### src/rtl/core_hazard_ctrl_if.sv
// Hazard-controller bus: hazard sources from the pipeline, stall/flush/redirect back to it.
// The controller is the slave side; the pipeline (or a bench) is the master.
interface core_hazard_ctrl_if #(
  parameter int XLEN   = 32,
  parameter int REG_AW = 5,
  parameter int CNT_W  = 32
);
  logic              jump_en_ex;
  logic [XLEN-1:0]   jump_addr_ex;
  logic              mem_read_ex;
  logic [REG_AW-1:0] rd_ex;
  logic [REG_AW-1:0] rs1_id;
  logic [REG_AW-1:0] rs2_id;
  logic              rs1_used_id;
  logic              rs2_used_id;
  logic              md_start_ex;
  logic              md_done;
  logic              dmem_req_mem;
  logic              dmem_ack_mem;

  logic              jump;
  logic [XLEN-1:0]   jump_addr;
  logic              stall_if;
  logic              stall_id;
  logic              stall_ex;
  logic              stall_mem;
  logic              flush_id;
  logic              flush_ex;
  logic              mem_err;
  logic [CNT_W-1:0]  stall_cycles;

  modport master (
    output jump_en_ex, jump_addr_ex, mem_read_ex, rd_ex, rs1_id, rs2_id,
           rs1_used_id, rs2_used_id, md_start_ex, md_done, dmem_req_mem, dmem_ack_mem,
    input  jump, jump_addr, stall_if, stall_id, stall_ex, stall_mem,
           flush_id, flush_ex, mem_err, stall_cycles
  );

  modport slave (
    input  jump_en_ex, jump_addr_ex, mem_read_ex, rd_ex, rs1_id, rs2_id,
           rs1_used_id, rs2_used_id, md_start_ex, md_done, dmem_req_mem, dmem_ack_mem,
    output jump, jump_addr, stall_if, stall_id, stall_ex, stall_mem,
           flush_id, flush_ex, mem_err, stall_cycles
  );
endinterface

### src/rtl/core_hazard_ctrl.sv
// Pipeline sequencer for the 5-stage core: merges jump, load-use, MUL/DIV and
// data-memory hazards into per-stage stall/flush and a PC redirect.
module core_hazard_ctrl #(
  parameter int XLEN        = 32,
  parameter int REG_AW      = 5,
  parameter int MEM_TIMEOUT = 255,
  parameter int CNT_W       = 32
) (
  input  logic                clk,
  input  logic                rst_sync,
  core_hazard_ctrl_if.slave   hz
);

  localparam int WCW = $clog2(MEM_TIMEOUT + 1);

  typedef enum logic [1:0] {
    RUN      = 2'd0,
    MD_WAIT  = 2'd1,
    MEM_WAIT = 2'd2
  } state_t;

  state_t           state, state_nxt;
  logic [WCW-1:0]   wait_cnt, wait_cnt_nxt;
  logic [CNT_W-1:0] stall_cnt;

  logic mem_hold;
  logic load_use;
  logic rs1_hit, rs2_hit;

  logic            jump_c;
  logic            stall_if_c, stall_id_c, stall_ex_c, stall_mem_c;
  logic            flush_id_c, flush_ex_c;
  logic            mem_err_c;

  assign mem_hold = hz.dmem_req_mem & ~hz.dmem_ack_mem;
  assign rs1_hit  = hz.rs1_used_id & (hz.rs1_id == hz.rd_ex);
  assign rs2_hit  = hz.rs2_used_id & (hz.rs2_id == hz.rd_ex);
  assign load_use = hz.mem_read_ex & (hz.rd_ex != '0) & (rs1_hit | rs2_hit);

  always_ff @(posedge clk) begin
    if (rst_sync) begin
      state     <= RUN;
      wait_cnt  <= '0;
      stall_cnt <= '0;
    end else begin
      state    <= state_nxt;
      wait_cnt <= wait_cnt_nxt;
      if (stall_if_c && (stall_cnt != '1)) begin
        stall_cnt <= stall_cnt + CNT_W'(1);
      end
    end
  end

  always_comb begin
    state_nxt    = state;
    wait_cnt_nxt = wait_cnt;
    jump_c       = 1'b0;
    stall_if_c   = 1'b0;
    stall_id_c   = 1'b0;
    stall_ex_c   = 1'b0;
    stall_mem_c  = 1'b0;
    flush_id_c   = 1'b0;
    flush_ex_c   = 1'b0;
    mem_err_c    = 1'b0;

    unique case (state)
      RUN: begin
        if (mem_hold) begin
          // EX is frozen behind MEM, so its jump/MD/load-use are re-evaluated on release
          stall_if_c   = 1'b1;
          stall_id_c   = 1'b1;
          stall_ex_c   = 1'b1;
          stall_mem_c  = 1'b1;
          wait_cnt_nxt = WCW'(1);
          state_nxt    = MEM_WAIT;
        end else if (hz.md_start_ex && !hz.md_done) begin
          stall_if_c = 1'b1;
          stall_id_c = 1'b1;
          stall_ex_c = 1'b1;
          state_nxt  = MD_WAIT;
        end else if (hz.jump_en_ex) begin
          jump_c     = 1'b1;
          flush_id_c = 1'b1;
          flush_ex_c = 1'b1;
        end else if (load_use) begin
          stall_if_c = 1'b1;
          stall_id_c = 1'b1;
          flush_ex_c = 1'b1;
        end
      end

      MD_WAIT: begin
        if (hz.md_done) begin
          state_nxt = RUN;
        end else begin
          stall_if_c = 1'b1;
          stall_id_c = 1'b1;
          stall_ex_c = 1'b1;
        end
      end

      MEM_WAIT: begin
        if (hz.dmem_ack_mem) begin
          wait_cnt_nxt = '0;
          state_nxt    = RUN;
        end else if (wait_cnt >= WCW'(MEM_TIMEOUT)) begin
          // timed out: MEM retires as faulted and the pipeline moves on
          mem_err_c    = 1'b1;
          wait_cnt_nxt = '0;
          state_nxt    = RUN;
        end else begin
          stall_if_c   = 1'b1;
          stall_id_c   = 1'b1;
          stall_ex_c   = 1'b1;
          stall_mem_c  = 1'b1;
          wait_cnt_nxt = wait_cnt + WCW'(1);
        end
      end

      default: begin
        state_nxt    = RUN;
        wait_cnt_nxt = '0;
      end
    endcase
  end

  assign hz.jump         = jump_c      & ~rst_sync;
  assign hz.jump_addr    = (jump_c & ~rst_sync) ? hz.jump_addr_ex : '0;
  assign hz.stall_if     = stall_if_c  & ~rst_sync;
  assign hz.stall_id     = stall_id_c  & ~rst_sync;
  assign hz.stall_ex     = stall_ex_c  & ~rst_sync;
  assign hz.stall_mem    = stall_mem_c & ~rst_sync;
  assign hz.flush_id     = flush_id_c  & ~rst_sync;
  assign hz.flush_ex     = flush_ex_c  & ~rst_sync;
  assign hz.mem_err      = mem_err_c   & ~rst_sync;
  assign hz.stall_cycles = stall_cnt;

endmodule
### src/flat_wrapper.sv
// flat-port wrapper written by rule: the top's interface ports become plain ports
module core_hazard_ctrl_flat 
#(
  parameter int XLEN        = 32,
  parameter int REG_AW      = 5,
  parameter int MEM_TIMEOUT = 255,
  parameter int CNT_W       = 32
)
  (clk, rst_sync, hz_jump_en_ex, hz_jump_addr_ex, hz_mem_read_ex, hz_rd_ex, hz_rs1_id, hz_rs2_id, hz_rs1_used_id, hz_rs2_used_id, hz_md_start_ex, hz_md_done, hz_dmem_req_mem, hz_dmem_ack_mem, hz_jump, hz_jump_addr, hz_stall_if, hz_stall_id, hz_stall_ex, hz_stall_mem, hz_flush_id, hz_flush_ex, hz_mem_err, hz_stall_cycles);
  core_hazard_ctrl_if #(.XLEN(XLEN), .REG_AW(REG_AW), .CNT_W(CNT_W)) hz_i ();
  input  logic clk;
  input  logic rst_sync;
  input wire logic [$bits(hz_i.jump_en_ex)-1:0] hz_jump_en_ex;
  input wire logic [$bits(hz_i.jump_addr_ex)-1:0] hz_jump_addr_ex;
  input wire logic [$bits(hz_i.mem_read_ex)-1:0] hz_mem_read_ex;
  input wire logic [$bits(hz_i.rd_ex)-1:0] hz_rd_ex;
  input wire logic [$bits(hz_i.rs1_id)-1:0] hz_rs1_id;
  input wire logic [$bits(hz_i.rs2_id)-1:0] hz_rs2_id;
  input wire logic [$bits(hz_i.rs1_used_id)-1:0] hz_rs1_used_id;
  input wire logic [$bits(hz_i.rs2_used_id)-1:0] hz_rs2_used_id;
  input wire logic [$bits(hz_i.md_start_ex)-1:0] hz_md_start_ex;
  input wire logic [$bits(hz_i.md_done)-1:0] hz_md_done;
  input wire logic [$bits(hz_i.dmem_req_mem)-1:0] hz_dmem_req_mem;
  input wire logic [$bits(hz_i.dmem_ack_mem)-1:0] hz_dmem_ack_mem;
  output wire logic [$bits(hz_i.jump)-1:0] hz_jump;
  output wire logic [$bits(hz_i.jump_addr)-1:0] hz_jump_addr;
  output wire logic [$bits(hz_i.stall_if)-1:0] hz_stall_if;
  output wire logic [$bits(hz_i.stall_id)-1:0] hz_stall_id;
  output wire logic [$bits(hz_i.stall_ex)-1:0] hz_stall_ex;
  output wire logic [$bits(hz_i.stall_mem)-1:0] hz_stall_mem;
  output wire logic [$bits(hz_i.flush_id)-1:0] hz_flush_id;
  output wire logic [$bits(hz_i.flush_ex)-1:0] hz_flush_ex;
  output wire logic [$bits(hz_i.mem_err)-1:0] hz_mem_err;
  output wire logic [$bits(hz_i.stall_cycles)-1:0] hz_stall_cycles;
  assign hz_i.jump_en_ex = hz_jump_en_ex;
  assign hz_i.jump_addr_ex = hz_jump_addr_ex;
  assign hz_i.mem_read_ex = hz_mem_read_ex;
  assign hz_i.rd_ex = hz_rd_ex;
  assign hz_i.rs1_id = hz_rs1_id;
  assign hz_i.rs2_id = hz_rs2_id;
  assign hz_i.rs1_used_id = hz_rs1_used_id;
  assign hz_i.rs2_used_id = hz_rs2_used_id;
  assign hz_i.md_start_ex = hz_md_start_ex;
  assign hz_i.md_done = hz_md_done;
  assign hz_i.dmem_req_mem = hz_dmem_req_mem;
  assign hz_i.dmem_ack_mem = hz_dmem_ack_mem;
  assign hz_jump = hz_i.jump;
  assign hz_jump_addr = hz_i.jump_addr;
  assign hz_stall_if = hz_i.stall_if;
  assign hz_stall_id = hz_i.stall_id;
  assign hz_stall_ex = hz_i.stall_ex;
  assign hz_stall_mem = hz_i.stall_mem;
  assign hz_flush_id = hz_i.flush_id;
  assign hz_flush_ex = hz_i.flush_ex;
  assign hz_mem_err = hz_i.mem_err;
  assign hz_stall_cycles = hz_i.stall_cycles;
  core_hazard_ctrl #(.XLEN(XLEN), .REG_AW(REG_AW), .MEM_TIMEOUT(MEM_TIMEOUT), .CNT_W(CNT_W)) u_core (.clk(clk), .rst_sync(rst_sync), .hz(hz_i));
endmodule
### config.mk
export PLATFORM = sky130hd
export DESIGN_NAME = core_hazard_ctrl_flat
export DESIGN_NICKNAME = d
export VERILOG_FILES = /design/src/rtl/core_hazard_ctrl_if.sv /design/src/rtl/core_hazard_ctrl.sv /design/src/flat_wrapper.sv
export SDC_FILE = /design/constraint.sdc
export NUM_CORES = 1
export LEC_CHECK = 0
export CORE_UTILIZATION = 38
export DETAILED_ROUTE_END_ITERATION = 10
export GPL_ROUTABILITY_DRIVEN = 0
export PLACE_DENSITY = 0.76
export SLEW_MARGIN = 20
export SYNTH_ARGS = -nofsm -noshare
export SYNTH_HDL_FRONTEND = slang
export SYNTH_SLANG_ARGS = --single-unit
### constraint.sdc
create_clock -name clk -period 3.4 [get_ports clk]
set_input_delay 1.02 -clock clk [delete_from_list [all_inputs] [get_ports clk]]
set_output_delay 1.02 -clock clk [all_outputs]
set_load 0.02 [all_outputs]
After elaboration in Yosys (flattened, before gate mapping)
Index checks and enable logic that the tools add are counted.
Word-level totals
  flip-flop bits (word level): 42
  input bits: 57
  output and inout bits: 72
  logic and storage cells: 72
Cells by class
  add/sub/neg operators: 2
  order comparisons: 1
  equality and inequality tests: 9
  mux-type cells: 35
  bitwise operators: 15
  reductions and logical operators: 7
Operator list (number)
  $add 32x1->32 const B: 1
  $mux 32: 1
  $ne 32x32->1 const B: 1
  $mux 8: 3
  $pmux 8 s3: 1
  $mux 1: 21
  $and 1x1->1: 11
  $eq 5x5->1: 2
  $mux 2: 5
  $add 8x1->8 const B: 1
  $ge 8x8->1 const B: 1
  $pmux 1 s3: 2
  $pmux 2 s3: 1
  $reduce_bool 5->1: 1
  $ne 3x1->1 const B: 1
  $ne 3x2->1 const B: 1
  $not 1->1: 3
  $reduce_and 3->1: 1
  $eq 2x1->1 const B: 1
  $eq 2x2->1 const B: 1
  $logic_and 1x1->1: 2
  $logic_not 2->1: 1
  $ne 2x1->1 const B: 1
  $ne 2x2->1 const B: 1
  4 further kinds: 4

Longest topological paths before layout
  depth after elaboration: 10
  gate-level depth with buffers: 10
  gate-level depth less buffers: 7

Least setup slack after synthesis
Ideal clock, no wire load.
  path type: input port to output port
  start: input port hz_rd_ex[1]
  end: output port hz_stall_if
  arrival: 2.585 ns
  data required time: 2.380 ns
  setup slack: -0.205 ns
  cell stages on the path: 8
  buffers on the path: 3
  cell sequence: or4_1 > o21ai_2 > nor4_2 > a21oi_4 > buf_8 > buf_12 > nor2_1 > buf_4
Between the ends
  longest elaborated chain between the ends: 10
  elaborated cells on any way between the ends: 14
  classes of those cells: eq/ne: 2; mux: 5; bitwise: 6; reduce/logical: 1
RTL lines
  start: declaration: RTL line flat_wrapper.sv:16  | input wire logic [$bits(hz_i.rd_ex)-1:0] hz_rd_ex;
  $eq 5x5->1, on equally long branches: RTL line core_hazard_ctrl.sv:36, core_hazard_ctrl.sv:37
  $and 1x1->1, on equally long branches: RTL line core_hazard_ctrl.sv:36, core_hazard_ctrl.sv:37
  $or 1x1->1: RTL line core_hazard_ctrl.sv:38  | assign load_use = hz.mem_read_ex & (hz.rd_ex != '0) & (rs1_hit | rs2_hit);
  $and 1x1->1 (*): RTL line core_hazard_ctrl.sv:38
  $mux 1 (*) (4 in series)
  $pmux 1 s3 (*)
  $and 1x1->1 (*)
  end: declaration: RTL line flat_wrapper.sv:27  | output wire logic [$bits(hz_i.stall_if)-1:0] hz_stall_if;
Every way passes the cells marked *; elsewhere a longest branch is shown, timed or not.

Final worst setup path
  start: input port hz_dmem_ack_mem
  end: output port hz_stall_ex
Between the ends
  longest elaborated chain between the ends: 5
  elaborated cells on any way between the ends: 6
  classes of those cells: mux: 3; bitwise: 3
RTL lines
  start: declaration: RTL line flat_wrapper.sv:24  | input wire logic [$bits(hz_i.dmem_ack_mem)-1:0] hz_dmem_ack_mem;
  $not 1->1: RTL line core_hazard_ctrl.sv:35  | assign mem_hold = hz.dmem_req_mem & ~hz.dmem_ack_mem;
  $and 1x1->1: RTL line core_hazard_ctrl.sv:35
  $mux 1: RTL line core_hazard_ctrl.sv:68  | if (mem_hold) begin
  $pmux 1 s3 (*): RTL line core_hazard_ctrl.sv:66  | unique case (state)
  $and 1x1->1 (*): RTL line core_hazard_ctrl.sv:131  | assign hz.stall_ex = stall_ex_c & ~rst_sync;
  end: declaration: RTL line flat_wrapper.sv:29  | output wire logic [$bits(hz_i.stall_ex)-1:0] hz_stall_ex;
Marks and branches as above.

==> qor.yml <==
route:
  drtIter0Drc: 109
  wl_um: 8880
  via_per_inst: 5.54
  routed-via-count: 3095
  ant_nets: 0
  wl_per_cell_um: 15.9
  drc: 0
  first_pass_iters: 4
final_layout:
  nNetsFinal: 518
  stdcell_count: 559
  drive_gt1_share_pct: 24.8
  antennaDiodeCount: 0
  area_growth_syn_to_layout_pct: 49.7
global_route:
  grt_pass1_vias: 2775
  grt_util_met1_pct: 24.4
  antenna_found_initial: 0
  grt_max_degree: 62
  use_met2_pct: 40.6
  globalRouteTotalUtil_pct: 21.6
  gr-usage-met3_pct: 4.10
  grt_pass1_wl_um: 13300
  overflow: 0
  busiest_layer: "met2"
clock_tree:
  cts-root-buf: "clkbuf_8"
  clkTransAtPathRegs_ns: 0.08
  clockBufferDepth: 2
  worstSkewPairLatency_ns: 0.31
  cts_tree: "done"
  cts.sinks: 42
  cts_buffers: 5
  postCtsHoldBufs: 0
  htree_levels: 2
setup_path:
  cp-endpoint: "hz_stall_ex"
  reg2reg_to: "u_core.hz.stall_cycles[7]$_SDFFE_PP0P_"
  cp_max_fo: 4
  start_kind: "input port"
  r2r_setup_slack_ns: 0.85
  reg2regPathDepth: 8
  crit_type: "in -> out"
  cp-end-kind: "output pin"
  r2r_start: "u_core.wait_cnt[0]$_SDFFE_PP0P_"
  cp.required_ns: 2.38
  crit_arrival_ns: 2.35
  critPathLaunch: "hz_dmem_ack_mem"
logic_synthesis:
  yosysUniqueCellTypes: 54
  ys_warn_count: 0
  mappedNetlistNets: 394
  avgSynthCellArea_sq_um: 8.56
  seq_area_frac_synth_pct: 29.3
  ys_ff_latch: 42
  synthCells: 335
  synth_area_sq_um: 2870
place:
  dp_hpwl_um: 6200
  dp_slack_ns: -0.683
  portBuffers: 128
  dp.cells: 547
die:
  std_cell_rows: 31
  start_util_pct: 39.5
  die_area_sq_um: 7890
  die_h_um: 88.9
  coreArea_sq_um: 7250
  die_w_um: 88.9
  ios: 129
worst_hold_path:
  hold_path_class: "reg -> reg"
power_and_ir_drop:
  vdd_drop_max_v: 0.000232
  power_leakage_nw: 1.74
  power_density_nw_per_um2: 263
timing:
  rsz0062_at_grt: "yes"
  hold_violations: 0
  slew_headroom_pct: 48.6
  finalCritPeriodShare_pct: 99.2
  fin_worst_skew_ns: 0.0142
  tns_ns: 0
  whs_ns: 0.490
  worst_slack_ns: 0.0288
  max_freq_mhz: 297
  period_minus_slack_ns: 3.37
  slew_violations: 0
  max_slew.worst_pin.slew_ns: 0.770
  finalSetupViolations: 0
status:
  status: "finished, final reports clean"
run:
  cap_violations: 0
cell families after synthesis:
| group | Yosys count | share of synthesized area (%) |
|---|---|---|
| AOI/OAI and AO/OA | 77 | 18.4 |
| adders and majority gates | 2 | 0.873 |
| xor gates and xnor gates | 15 | 4.58 |
| muxes | 3 | 1.57 |
| and+or+nand+nor | 160 | 36.1 |
| DFF | 42 | 29.3 |
| buffers and inverters | 36 | 9.17 |
sequential cells by signal, indices dropped and copies added, names as in the netlist:
name,count
u_core.state,2
u_core.wait_cnt,8
u_core.hz.stall_cycles,32
repair_timing:
| item | 4_1_cts | 5_1_grt |
|---|---|---|
| pin swaps | 3 | 13 |
| endpoints found under the hold margin | 0 | 0 |
| gates cloned | 2 | 0 |
| resized for setup | 191 | 40 |
| setup endpoints to repair | 40 | 22 |
| buffers inserted | 2 | 0 |
where the power goes:
part	internal (mW)	leakage, nW	switching, mW
clock	0.163	0.0472	0.184
combinational	0.142	1.35	0.133
sequential	0.497	0.339	0.00957
total	0.802	1.74	0.326
cells in the final DEF, fill, tap and decap left out, types with 2 or more instances in the layout:
master	count
a21oi_1	30
a21oi_2	3
and2_1	8
and3_1	39
and3_4	6
and4_1	3
and4_4	2
buf_2	15
buf_4	36
buf_6	8
buf_8	2
clkbuf_2	3
clkbuf_8	6
clkdlybuf4s15_2	2
clkdlybuf4s50_1	70
dfxtp_1	42
dlygate4sd2_1	4
dlymetal6s2s_1	9
ha_1	2
inv_1	2
mux2_4	3
nand2_1	12
nand3_1	14
nand4_1	12
nor2_1	14
nor2b_1	4
nor3_1	2
nor3b_2	3
o21a_1	2
o21ai_1	2
o21ai_2	3
o22ai_2	2
o31ai_1	25
or3_1	2
or4_1	26
xnor2_1	9
xor2_1	5
how the worst min path moves through the flow:
| stage | from | endpoint | cells after the start |
|---|---|---|---|
| 2_1_floorplan | u_core.wait_cnt[6]$_SDFFE_PP0P_ | u_core.wait_cnt[6]$_SDFFE_PP0P_ | 1 |
| 3_3_place_gp | u_core.hz.stall_cycles[23]$_SDFFE_PP0P_ | u_core.hz.stall_cycles[23]$_SDFFE_PP0P_ | 2 |
| 3_5_place_dp | u_core.hz.stall_cycles[17]$_SDFFE_PP0P_ | u_core.hz.stall_cycles[17]$_SDFFE_PP0P_ | 2 |
| 4_1_cts | u_core.hz.stall_cycles[4]$_SDFFE_PP0P_ | u_core.hz.stall_cycles[4]$_SDFFE_PP0P_ | 2 |
| 5_1_grt | u_core.hz.stall_cycles[19]$_SDFFE_PP0P_ | u_core.hz.stall_cycles[19]$_SDFFE_PP0P_ | 2 |
| 6_report | u_core.hz.stall_cycles[4]$_SDFFE_PP0P_ | u_core.hz.stall_cycles[4]$_SDFFE_PP0P_ | 2 |
cells in the mapped netlist, drive strengths merged:
master  count  area share [%]
or3b        1            0.31
inv         3            0.39
nand2      12             1.6
o21a        2            0.52
o22ai       2            0.65
nor2       16             2.2
nand4      12             2.6
and3       45              10
xor2        5             1.5
clkbuf     14             1.8
nor4        2            0.65
a21o        1            0.26
o41ai       1            0.31
o22a        1            0.31
nor3        3            0.70
or2         1            0.22
a22oi       1            0.26
o21ba       1            0.35
xnor2      10             3.1
and2b       1            0.26
nor2b       4            0.87
buf        19             6.9
dfxtp      42              29
or4b        1            0.35
and2        8             1.7
o31ai      26             7.0
o21ai       7             1.7
nand3      16             3.4
nor3b       4             2.0
or4        27             7.1
and4        5             1.7
or3         2            0.44
ha          2            0.87
mux2        3             1.6
a21oi      34             6.7
a311oi      1            0.31
worst max-delay path, cell delays in order:
cell and delay [ns]:
dlygate4sd2_1 0.28, buf_4 0.16, nor3b_4 0.19, o31ai_2 0.15, o21ai_2 0.13, and2_1 0.16
clkdlybuf4s15_2 0.26
layout make-up:
class	count	area, sq um
clock buffers	6	82.6
clock inverters	2	12.5
fillers	635	2960
inverters	3	11.3
multi-input cells	257	1840
flip-flops and latches	42	841
well taps	99	124
repair buffers	150	1380
per-stage QoR:
step / power, mW / area (sq um) / utilization [%]
2_1_floorplan: 0.668 / 2880 / -
3_3_place_gp: 0.773 / 4170 / 57.5
3_5_place_dp: 0.779 / 4170 / 57.5
4_1_cts: 1.13 / 4200 / 57.9
5_1_grt: 1.17 / 4290 / 59.2
6_report: 1.13 / 4290 / 59.2
per-layer routing:
metal	wire length [um]	share of wire, %
met1	3470	39
met5	0	0
met3	706	7.9
met2	4600	52
met4	101	1.1
No activity file was read; power rests on OpenSTA's default activity.
